### src/rtl/watch_pkg.sv
// Shared types and constants for the watch time-setting path: FSM states,
// digit positions, per-position digit limits and nibble placement in time_bcd.
package watch_pkg;

    localparam int NUM_KEYS = 10;
    localparam int NUM_POS  = 6;
    localparam int TIME_W   = 4 * NUM_POS;

    typedef enum logic [1:0] {
        ST_IDLE   = 2'd0,
        ST_ENTRY  = 2'd1,
        ST_COMMIT = 2'd2
    } state_e;

    localparam logic [2:0] POS_HT = 3'd0;
    localparam logic [2:0] POS_HO = 3'd1;
    localparam logic [2:0] POS_MT = 3'd2;
    localparam logic [2:0] POS_MO = 3'd3;
    localparam logic [2:0] POS_ST = 3'd4;
    localparam logic [2:0] POS_SO = 3'd5;

    localparam logic [3:0] MAX_HT    = 4'd2;
    localparam logic [3:0] MAX_HO    = 4'd9;
    localparam logic [3:0] MAX_HO_20 = 4'd3;
    localparam logic [3:0] MAX_MT    = 4'd5;
    localparam logic [3:0] MAX_MO    = 4'd9;
    localparam logic [3:0] MAX_ST    = 4'd5;
    localparam logic [3:0] MAX_SO    = 4'd9;

    localparam logic [4:0] OFF_HT = 5'd20;
    localparam logic [4:0] OFF_HO = 5'd16;
    localparam logic [4:0] OFF_MT = 5'd12;
    localparam logic [4:0] OFF_MO = 5'd8;
    localparam logic [4:0] OFF_ST = 5'd4;
    localparam logic [4:0] OFF_SO = 5'd0;

    // Hours-ones is limited to 0-3 once the tens digit is 2 (no hour 24+).
    function automatic logic [3:0] max_digit(input logic [2:0] pos, input logic [3:0] h_ten);
        logic [3:0] lim;
        case (pos)
            POS_HT:  lim = MAX_HT;
            POS_HO:  lim = (h_ten == 4'd2) ? MAX_HO_20 : MAX_HO;
            POS_MT:  lim = MAX_MT;
            POS_MO:  lim = MAX_MO;
            POS_ST:  lim = MAX_ST;
            default: lim = MAX_SO;
        endcase
        return lim;
    endfunction

    function automatic logic [4:0] nib_off(input logic [2:0] pos);
        logic [4:0] off;
        case (pos)
            POS_HT:  off = OFF_HT;
            POS_HO:  off = OFF_HO;
            POS_MT:  off = OFF_MT;
            POS_MO:  off = OFF_MO;
            POS_ST:  off = OFF_ST;
            default: off = OFF_SO;
        endcase
        return off;
    endfunction

endpackage

### src/rtl/time_set_ctrl_if.sv
// Keypad/switch inputs and watch-counter/display outputs of the time-setting block.
interface time_set_ctrl_if;

    logic                             set_req;
    logic [watch_pkg::NUM_KEYS-1:0]   keypad;
    logic                             load;
    logic [watch_pkg::TIME_W-1:0]     time_bcd;
    logic                             editing;
    logic [watch_pkg::NUM_POS-1:0]    blink_mask;
    logic                             err;
    logic                             abort;

    modport master (
        output set_req, keypad,
        input  load, time_bcd, editing, blink_mask, err, abort
    );

    modport slave (
        input  set_req, keypad,
        output load, time_bcd, editing, blink_mask, err, abort
    );

endinterface

### src/rtl/key_debounce.sv
// Keypad debouncer: a single key, pressed from an all-released keypad and held
// stable for DEB_CYCLES cycles, yields one key_valid pulse with its digit.
module key_debounce
    import watch_pkg::*;
#(
    parameter int DEB_CYCLES = 20
) (
    input  logic                clk,
    input  logic                rst,
    input  logic [NUM_KEYS-1:0] keypad,
    output logic                key_valid,
    output logic [3:0]          key_val
);

    localparam int              CNT_W   = $clog2(DEB_CYCLES + 1);
    localparam logic [CNT_W-1:0] DEB_MAX = CNT_W'(DEB_CYCLES);

    logic [NUM_KEYS-1:0] code_q, code_d;
    logic [CNT_W-1:0]    cnt_q, cnt_d;
    logic                armed_q, armed_d;
    logic                valid_q, valid_d;
    logic [3:0]          val_q, val_d;
    logic                one_hot;

    assign one_hot = (keypad != '0) && ((keypad & (keypad - NUM_KEYS'(1))) == '0);

    always_comb begin
        code_d  = keypad;
        cnt_d   = cnt_q;
        armed_d = armed_q;
        valid_d = 1'b0;
        val_d   = val_q;

        if (!one_hot)
            cnt_d = '0;
        else if (keypad != code_q)
            cnt_d = CNT_W'(1);
        else if (cnt_q != DEB_MAX)
            cnt_d = cnt_q + CNT_W'(1);

        // Sliding from one pressed code to another without a full release disarms.
        if (keypad == '0)
            armed_d = 1'b1;
        else if ((code_q != '0) && (keypad != code_q))
            armed_d = 1'b0;

        if (armed_d && (cnt_d == DEB_MAX)) begin
            valid_d = 1'b1;
            armed_d = 1'b0;
            for (int i = 0; i < NUM_KEYS; i++)
                if (keypad[i]) val_d = 4'(i);
        end
    end

    always_ff @(posedge clk or posedge rst) begin
        if (rst) begin
            code_q  <= '0;
            cnt_q   <= '0;
            armed_q <= 1'b0;
            valid_q <= 1'b0;
            val_q   <= '0;
        end else begin
            code_q  <= code_d;
            cnt_q   <= cnt_d;
            armed_q <= armed_d;
            valid_q <= valid_d;
            val_q   <= val_d;
        end
    end

    assign key_valid = valid_q;
    assign key_val   = val_q;

endmodule

### src/rtl/time_set_ctrl.sv
// Keypad-driven time-setting controller: collects six range-checked HHMMSS digits
// and hands the finished BCD time to the watch counter with a one-cycle load strobe.
module time_set_ctrl
    import watch_pkg::*;
#(
    parameter int DEB_CYCLES     = 20,
    parameter int TIMEOUT_CYCLES = 10000
) (
    input  logic            clk,
    input  logic            rst,
    time_set_ctrl_if.slave  bus
);

    localparam int               TMO_W    = $clog2(TIMEOUT_CYCLES);
    localparam logic [TMO_W-1:0] TMO_LAST = TMO_W'(TIMEOUT_CYCLES - 1);

    state_e              state_q, state_d;
    logic                set_prev_q, set_prev_d;
    logic [2:0]          pos_q, pos_d;
    logic [TIME_W-1:0]   time_q, time_d;
    logic [TMO_W-1:0]    tmo_q, tmo_d;
    logic                load_q, load_d;
    logic                err_q, err_d;
    logic                abort_q, abort_d;
    logic                editing_q, editing_d;
    logic [NUM_POS-1:0]  blink_q, blink_d;

    logic                key_valid;
    logic [3:0]          key_val;
    logic                digit_ok;

    key_debounce #(.DEB_CYCLES(DEB_CYCLES)) u_deb (
        .clk       (clk),
        .rst       (rst),
        .keypad    (bus.keypad),
        .key_valid (key_valid),
        .key_val   (key_val)
    );

    assign digit_ok = (key_val <= max_digit(pos_q, time_q[OFF_HT +: 4]));

    always_comb begin
        state_d    = state_q;
        set_prev_d = bus.set_req;
        pos_d      = pos_q;
        time_d     = time_q;
        tmo_d      = tmo_q;
        err_d      = 1'b0;
        abort_d    = 1'b0;
        load_d     = (state_q == ST_COMMIT);

        case (state_q)
            ST_IDLE: begin
                if (bus.set_req && !set_prev_q) begin
                    state_d = ST_ENTRY;
                    pos_d   = POS_HT;
                    time_d  = '0;
                    tmo_d   = '0;
                end
            end
            ST_ENTRY: begin
                if (!bus.set_req) begin
                    state_d = ST_IDLE;
                    abort_d = 1'b1;
                end else if (tmo_q == TMO_LAST) begin
                    state_d = ST_IDLE;
                    abort_d = 1'b1;
                end else if (key_valid) begin
                    tmo_d = '0;
                    if (digit_ok) begin
                        time_d[nib_off(pos_q) +: 4] = key_val;
                        if (pos_q == POS_SO)
                            state_d = ST_COMMIT;
                        else
                            pos_d = pos_q + 3'd1;
                    end else begin
                        err_d = 1'b1;
                    end
                end else begin
                    tmo_d = tmo_q + TMO_W'(1);
                end
            end
            ST_COMMIT: state_d = ST_IDLE;
            default:   state_d = ST_IDLE;
        endcase

        editing_d = (state_d == ST_ENTRY);
        blink_d   = editing_d ? (6'b100000 >> pos_d) : '0;
    end

    // set_prev resets high so a switch already on when reset lifts is not a rising edge.
    always_ff @(posedge clk or posedge rst) begin
        if (rst) begin
            state_q    <= ST_IDLE;
            set_prev_q <= 1'b1;
            pos_q      <= '0;
            time_q     <= '0;
            tmo_q      <= '0;
            load_q     <= 1'b0;
            err_q      <= 1'b0;
            abort_q    <= 1'b0;
            editing_q  <= 1'b0;
            blink_q    <= '0;
        end else begin
            state_q    <= state_d;
            set_prev_q <= set_prev_d;
            pos_q      <= pos_d;
            time_q     <= time_d;
            tmo_q      <= tmo_d;
            load_q     <= load_d;
            err_q      <= err_d;
            abort_q    <= abort_d;
            editing_q  <= editing_d;
            blink_q    <= blink_d;
        end
    end

    assign bus.load       = load_q;
    assign bus.time_bcd   = time_q;
    assign bus.editing    = editing_q;
    assign bus.blink_mask = blink_q;
    assign bus.err        = err_q;
    assign bus.abort      = abort_q;

endmodule

### src/flat_wrapper.sv
// flat-port wrapper written by rule: the top's interface ports become plain ports
module time_set_ctrl_flat import watch_pkg::*;
#(
    parameter int DEB_CYCLES     = 20,
    parameter int TIMEOUT_CYCLES = 10000
)
  (clk, rst, bus_set_req, bus_keypad, bus_load, bus_time_bcd, bus_editing, bus_blink_mask, bus_err, bus_abort);
  time_set_ctrl_if bus_i ();
  input  logic clk;
  input  logic rst;
  input wire logic [$bits(bus_i.set_req)-1:0] bus_set_req;
  input wire logic [$bits(bus_i.keypad)-1:0] bus_keypad;
  output wire logic [$bits(bus_i.load)-1:0] bus_load;
  output wire logic [$bits(bus_i.time_bcd)-1:0] bus_time_bcd;
  output wire logic [$bits(bus_i.editing)-1:0] bus_editing;
  output wire logic [$bits(bus_i.blink_mask)-1:0] bus_blink_mask;
  output wire logic [$bits(bus_i.err)-1:0] bus_err;
  output wire logic [$bits(bus_i.abort)-1:0] bus_abort;
  assign bus_i.set_req = bus_set_req;
  assign bus_i.keypad = bus_keypad;
  assign bus_load = bus_i.load;
  assign bus_time_bcd = bus_i.time_bcd;
  assign bus_editing = bus_i.editing;
  assign bus_blink_mask = bus_i.blink_mask;
  assign bus_err = bus_i.err;
  assign bus_abort = bus_i.abort;
  time_set_ctrl #(.DEB_CYCLES(DEB_CYCLES), .TIMEOUT_CYCLES(TIMEOUT_CYCLES)) u_core (.clk(clk), .rst(rst), .bus(bus_i));
endmodule
### config.mk
export PLATFORM = sky130hd
export DESIGN_NAME = time_set_ctrl_flat
export DESIGN_NICKNAME = d
export VERILOG_FILES = /design/src/rtl/watch_pkg.sv /design/src/rtl/time_set_ctrl_if.sv /design/src/rtl/key_debounce.sv /design/src/rtl/time_set_ctrl.sv /design/src/flat_wrapper.sv
export SDC_FILE = /design/constraint.sdc
export NUM_CORES = 1
export LEC_CHECK = 0
export CAP_MARGIN = 20
export CORE_MARGIN = 3
export CORE_UTILIZATION = 55
export CTS_BUF_LIST = sky130_fd_sc_hd__clkbuf_4
export DETAILED_ROUTE_END_ITERATION = 7
export GPL_TIMING_DRIVEN = 0
export PLACE_DENSITY = 0.79
export SYNTH_ARGS = -nofsm -noshare
export SYNTH_HDL_FRONTEND = slang
export SYNTH_HIERARCHICAL = 1
export SYNTH_SLANG_ARGS = --single-unit
### constraint.sdc
create_clock -name clk -period 4.7 [get_ports clk]
set_clock_uncertainty 0.2 [all_clocks]
set_input_delay 0.94 -clock clk [delete_from_list [all_inputs] [get_ports clk]]
set_output_delay 0.94 -clock clk [all_outputs]
set_load 0.02 [all_outputs]
==> run summary, run 1 <==
Die W - 90.0 um
Reg clk slew, reported paths - 0.11 ns
Hold Crit Depth - 2
Pwr/cell area - 239 nW/um2
# resized after CTS - 0
Largest net degree at the start of global routing - 30
Placer Congestion - 0.864
CTS Root Cell - clkbuf_4
Fill cells - 529
Synth Area in Compound Gates - 12.3%
Post-DP HPWL - 6080 um
Highest cell delay on the worst timing path - 0.58 ns
FFs w/ async S/R, synth - 100%
Cell taking the most area after synthesis - dfrtp_1
Cells after DPL - 515
Synth top area share - 47.7%
RSZ-0062 raised after global routing - no
Min Tclk post-route - 3.88 ns
WS Path Type - register to register
Tightest Hold Check Type - register to register
Worst slew pin tran - 0.798 ns
Top_reg_cell synth - dfrtp_1
Total die area - 8100 um2
Critical-path cell list - inv_1 -> ha_1 -> or4_1 -> o311a_1 -> ha_1 -> a21oi_1 -> nand2_1 -> o21ai_1 -> nand4_1 -> mux2_2 -> nor3_1
Nets - 460
Highest clock rate - 258 MHz
CP required - 4.82 ns
Area Growth Syn to Fin - 18.2%
Non-filler instance count after layout - 531
Setup violators final - 0
CP max FO - 8
Mapped Area - 3880 um2
Most common cell on crit path - ha_1
Crit path buf inv count - 1
Total Routing Usage GR - 21.7%
Starting DRT DRC Count - 190
Peak supply drop - 0.157 mV
WL/cell - 15.7 um
Simple-Gate Fraction of Synth Area - 22.8%
Final Cycle Share - 82.6%
Library cells used by synthesis - 59
Leakage - 0.00204 uW
Worst setup EP type - register
CP top delay family - simple AND/OR/NAND/NOR gates
Number of remaining DRC errors - 0
Mux contribution to synthesized area - 3.16%
Largest family of logic cells by synthesized area - simple AND/OR/NAND/NOR gates
Syn avg cell area - 10.3 um2
H-tree depth - 3
WL final - 8330 um
Final Hold Fails - 0
Slew Limit Fails - 0
# IOs - 47
Synth warn - 6
Starting Density - 58.8%
DR vias - 3076
MaxCap Viol Count - 0
Adder-cell share of the synthesized area - 5.03%
CP arrival - 4.00 ns
Slew margin rel. - 46.7%
Post-synth EDFFs - 0
1st-pass router iterations - 4
Share of the yosys chip area belonging to registers - 48.4%
Area of the multi-input gates - 1890 um2
Critical path launch point type - register
Post-synthesis register bit count - 75
Post-route ant nets - 0
Syn_nets - 402
Layout cells sized above 1 - 9.36%
CP max-delay cell - or4_1
Reg area - 1880 um2
Core ar. - 6600 um2
Worst path depth - 11
Worst-skew pair later-pin latency - 0.41 ns
Path depth of the worst reg2reg path - 11
Clock Sinks - 75
Cts bufs inserted - 9
Buffers on Ports - 46
Vias in the first global route - 3076
Die Height - 90.0 um
Initial antenna violation count - 0
TNS Setup - 0 ns
Num rows - 29
Status - completed
Synth area leaders - dfrtp_1, ha_1, a22o_1, o21ai_0, xor2_1
Hold buffer count at cts - 0
GRT overflow - 0
TritonCTS clock tree - built
Ant. Diodes - 0
Vias per cell - 5.79
# Post-CTS Setup Buffers - 0
Max Root-Sink Buffers - 2
XOR/XNOR Fraction of Synth Area - 5.42%
Global-route wire length before repair - 14300 um
Synth Instances - 375
routing by layer:
layer	track usage (%)	vias to the layer above	wire length [um]
met5	0	-	0
met2	36.8	86	4220
met1	27.4	1505	3620
met4	7.27	0	89
met3	5.34	8	397
li1	-	1477	-
power breakdown:
part | total, uW | internal [uW] | switching (uW)
clock network | 330 | 123 | 208
registers | 667 | 658 | 9.74
logic | 101 | 35.5 | 65.1
total | 1100 | 816 | 282
flip-flops by register name, summed over array words and instances (netlist names), 2 cells and up:
signal and count:
u_core/bus.time_bcd 24, u_core/tmo_q 14, u_core/u_deb/code_q 10, u_core/bus.blink_mask 6, u_core/u_deb/cnt_q 5, u_core/u_deb/key_val 4
u_core/pos_q 3, u_core/state_q 2
path summary, 6_finish.rpt:
check | startpoint | slack, ns | end
max | u_core/pos_q[1] | 0.82 | u_core/bus.blink_mask[4]
min in group asynchronous | rst | 0.75 | u_core/bus.err
min reg2reg | u_core/tmo_q[1] | 0.31 | u_core/tmo_q[1]
min | u_core/tmo_q[1] | 0.31 | u_core/tmo_q[1]
max reg2reg | u_core/pos_q[1] | 0.82 | u_core/bus.blink_mask[4]
max in group asynchronous | rst | 2.98 | u_core/u_deb/code_q[0]
cell type report:
type | instances | area share [%]
plain buffers | 9 | 0.900
well taps | 93 | 2.54
repair buffers | 47 | 10.5
clock buffers | 12 | 1.96
clock inverters | 4 | 0.409
flip-flops and latches | 75 | 41.0
inverters | 19 | 1.56
multi-input cells | 272 | 41.2
synthesized netlist by cell type (all sizes together), types with 3 or more instances:
| master | count |
|---|---|
| nand4 | 11 |
| xor2 | 14 |
| or3 | 3 |
| a31oi | 3 |
| a21oi | 10 |
| nor2 | 32 |
| inv | 19 |
| nor4 | 8 |
| or4 | 3 |
| nand2 | 25 |
| a22o | 16 |
| nand2b | 9 |
| ha | 14 |
| and4 | 4 |
| nor3b | 3 |
| and3 | 9 |
| nor2b | 3 |
| xnor2 | 10 |
| nor3 | 17 |
| dfrtp | 74 |
| mux2i | 4 |
| nor4b | 3 |
| clkbuf | 8 |
| and2 | 3 |
| nand3 | 9 |
| mux2 | 6 |
| o21ai | 28 |
worst reg2reg max path: cells and delay by family (launching register included):
| family | cells | cell delay, ns |
|---|---|---|
| and+or+nand+nor | 4 | 1.17 |
| adders and majority gates | 2 | 0.61 |
| muxes | 1 | 0.37 |
| AOI/OAI and AO/OA | 3 | 0.83 |
| DFF | 1 | 0.46 |
| buffers and inverters | 1 | 0.14 |
logic make-up after synthesis:
kind of cell               count (synthesis)
adders and majority gates                 16
buffers and inverters                     28
DFF                                       75
muxes                                     10
and+or+nand+nor                          150
AOI/OAI and AO/OA                         72
xor gates and xnor gates                  24
metrics by stage:
step / total power, uW / cell area [um2] / utilization (%) / hold WS [ns] / setup WS (ns)
floorplan: 737 / 3880 / - / 0.257 / 1.33
global placement: 776 / 4460 / 67.5 / 0.279 / 1.04
detailed placement: 781 / 4480 / 67.8 / 0.290 / 0.896
CTS: 1110 / 4590 / 69.4 / 0.315 / 0.827
global route: 1160 / 4590 / 69.4 / 0.340 / 0.563
finish: 1100 / 4590 / 69.4 / 0.310 / 0.819
placed cells by master (no fill, tap or decap), drive strengths merged, types with 6 or more instances in the layout:
cell           synthesis  final
nor3                  17     17
and3                   9      9
clkdlybuf4s50          0     46
nor4                   8      8
clkbuf                 8     20
ha                    14     14
nand2                 25     25
dfrtp                 74     74
a22o                  16     16
xor2                  14     14
nand4                 11     11
inv                   19     19
o21ai                 28     28
nor2                  32     32
nand3                  9      9
nand2b                 9      9
a21oi                 10     10
mux2                   6      6
xnor2                 10     10
No activity file was read; power rests on OpenSTA's default activity.
==> run 2: changes to the inputs <==
--- a/config.mk
+++ b/config.mk
@@ -7,11 +7,11 @@
 export LEC_CHECK = 0
 export CAP_MARGIN = 20
 export CORE_MARGIN = 3
-export CORE_UTILIZATION = 55
+export CORE_UTILIZATION = 52
 export CTS_BUF_LIST = sky130_fd_sc_hd__clkbuf_4
 export DETAILED_ROUTE_END_ITERATION = 7
 export GPL_TIMING_DRIVEN = 0
-export PLACE_DENSITY = 0.79
+export PLACE_DENSITY = 0.78
 export SYNTH_ARGS = -nofsm -noshare
 export SYNTH_HDL_FRONTEND = slang
 export SYNTH_HIERARCHICAL = 1
==> constraint.sdc (replaced) <==
create_clock -name clk -period 3.5 [get_ports clk]
set_clock_uncertainty 0.2 [all_clocks]
set_input_delay 0.7 -clock clk [delete_from_list [all_inputs] [get_ports clk]]
set_output_delay 0.7 -clock clk [all_outputs]
set_load 0.02 [all_outputs]
==> run summary, run 2 (synthesized netlist as in run 1, its figures left out) <==
Status - completed
GR Layer Usage met2 - 35.5%
R2r setup slk - 0.05 ns
CP max FO - 8
Max reg flops - 24
Ant. Diodes - 0
WS Path Type - register to register
Peak supply drop - 0.207 mV
Num rows - 30
Final Cycle Share - 98.6%
Core ar. - 7020 um2
Met3 Resource Use GR - 4.22%
TritonCTS clock tree - built
Global-route wire length before repair - 14200 um
Clock Power Share - 36.6%
Non-filler instance count after layout - 544
Hold buffer count at cts - 0
Vias in the first global route - 3029
Total die area - 8530 um2
CP max-delay cell - or4_4
Sw Ratio - 24.2%
Die Height - 92.4 um
Highest cell delay on the worst timing path - 0.53 ns
WL final - 8790 um
Tightest Hold Check Type - register to register
Internal - 1230 uW
Most common cell after layout, fill and taps aside - dfrtp_1
Part of the power in registers - 55.0%
MaxCap Viol Count - 0
Setup violators final - 0
Critical path launch point type - register
Tot Pwr - 1630 uW
Initial antenna violation count - 0
GRT overflow - 0
Total Routing Usage GR - 21.1%
Slew Limit Fails - 0
Area Growth Syn to Fin - 24.3%
Min Tclk post-route - 3.45 ns
CTS Root Cell - clkbuf_4
Worst setup EP type - register
Placer Congestion - 0.867
Highest clock rate - 290 MHz
Starting Density - 55.3%
Worst slew pin tran - 0.770 ns
Clock Sinks - 75
Max Root-Sink Buffers - 2
Final worst setup slack - 0.0482 ns
Min Hold Slack - 0.316 ns
WL/cell - 16.2 um
Starting DRT DRC Count - 168
1st-pass router iterations - 5
Post-route ant nets - 0
H-tree depth - 3
Post-DP HPWL - 6190 um
Largest net degree at the start of global routing - 30
Reg clk slew, reported paths - 0.11 ns
CP arrival - 3.60 ns
Pwr/cell area - 338 nW/um2
Most frequent cells in the layout - dfrtp_1, clkdlybuf4s50_1, nor2_1
Cells after DPL - 518
Layout cells sized above 1 - 14.7%
CP required - 3.65 ns
Critical-path cell list - buf_6 -> ha_4 -> or4_4 -> o311a_4 -> ha_4 -> and4_4 -> nand2_4 -> o21a_1 -> buf_6 -> or3_4 -> nor4b_4 -> a22o_1
Grt peak-use layer - met2
Nets - 470
Leakage - 0.00214 uW
Met1 global-route usage - 25.3%
Final Hold Fails - 0
Final core occ - 68.7%
# IOs - 47
Net Sw Power - 394 uW
Comb pwr share - 8.4%
Number of remaining DRC errors - 0
DR vias - 3104
Slew margin rel. - 48.6%
Vias per cell - 5.71
Die W - 92.4 um
Setup WS pre-CTS - -0.289 ns
Buffers on Ports - 46
Cts bufs inserted - 9
Worst-skew pair later-pin latency - 0.42 ns
==> run 2: changes by cell type in the layout (fill, tap and decap cells not counted), moves of 2 or more <==
cell        previous run  this run
clkinvlp_4             0         2
clkinv_2               3         0
ha_1                  14        10
buf_4                  0         9
bufinv_16              0         2
ha_4                   0         3
nand2_1               25        23
inv_1                 17        15
==> run 2: metal layers <==
| metal | routed length (um) | up-vias |
|---|---|---|
| met1 | 3740 | 1475 |
| met3 | 439 | 21 |
| li1 | - | 1499 |
| met2 | 4370 | 109 |
| met4 | 238 | 0 |
| met5 | 0 | - |
==> run 2: what timing repair did <==
action | 4_1_cts | 5_1_grt
pin swaps | 3 | 5
hold endpoints to repair | 0 | 0
resized for setup | 7 | 16
setup endpoints to repair | 29 | 26
setup buffers | 4 | 6
==> run 2: power by group through the flow <==
stage	Clock, uW	Combinational, uW	Sequential [uW]
6_report	596	137	896
5_1_grt	655	151	898
4_1_cts	609	137	896
3_5_place_dp	0	136	912
3_3_place_gp	0	129	912
2_1_floorplan	0	76.0	914
==> run 2: worst max-delay path, delay by kind of cell, from the launching register on <==
family,cells,cell delay (ns)
adders and majority gates,2,0.46
buffers and inverters,2,0.27
DFF,1,0.43
and+or+nand+nor,5,1.55
AOI/OAI and AO/OA,3,0.47
==> run 2: stage by stage <==
| stage | TNS, ns | cell area, um2 |
|---|---|---|
| floorplan | 0 | 3880 |
| global placement | -1.59 | 4460 |
| detailed placement | -4.79 | 4480 |
| CTS | 0 | 4690 |
| global route | -0.0254 | 4820 |
| finish | 0 | 4820 |
==> run 2: final timing paths <==
check	startpoint	endpoint	cells past startpoint
worst min register to register	u_core/tmo_q[0]	u_core/tmo_q[0]	1
max in group asynchronous	rst	u_core/set_prev_q	3
worst min-delay path	u_core/tmo_q[0]	u_core/tmo_q[0]	1
min in group asynchronous	rst	u_core/bus.time_bcd[18]	2
worst max-delay path	u_core/pos_q[0]	u_core/bus.time_bcd[23]	12
worst max register to register	u_core/pos_q[0]	u_core/bus.time_bcd[23]	12
==> run 2: cell type report <==
| type | instances | area, um2 |
|---|---|---|
| well taps | 96 | 120 |
| flip-flops and latches | 75 | 1880 |
| clock buffers | 11 | 82.6 |
| clock inverters | 5 | 78.8 |
| multi-input cells | 272 | 1990 |
| repair buffers | 57 | 559 |
| fillers | 529 | 2200 |
| inverters | 19 | 73.8 |
| plain buffers | 9 | 41.3 |
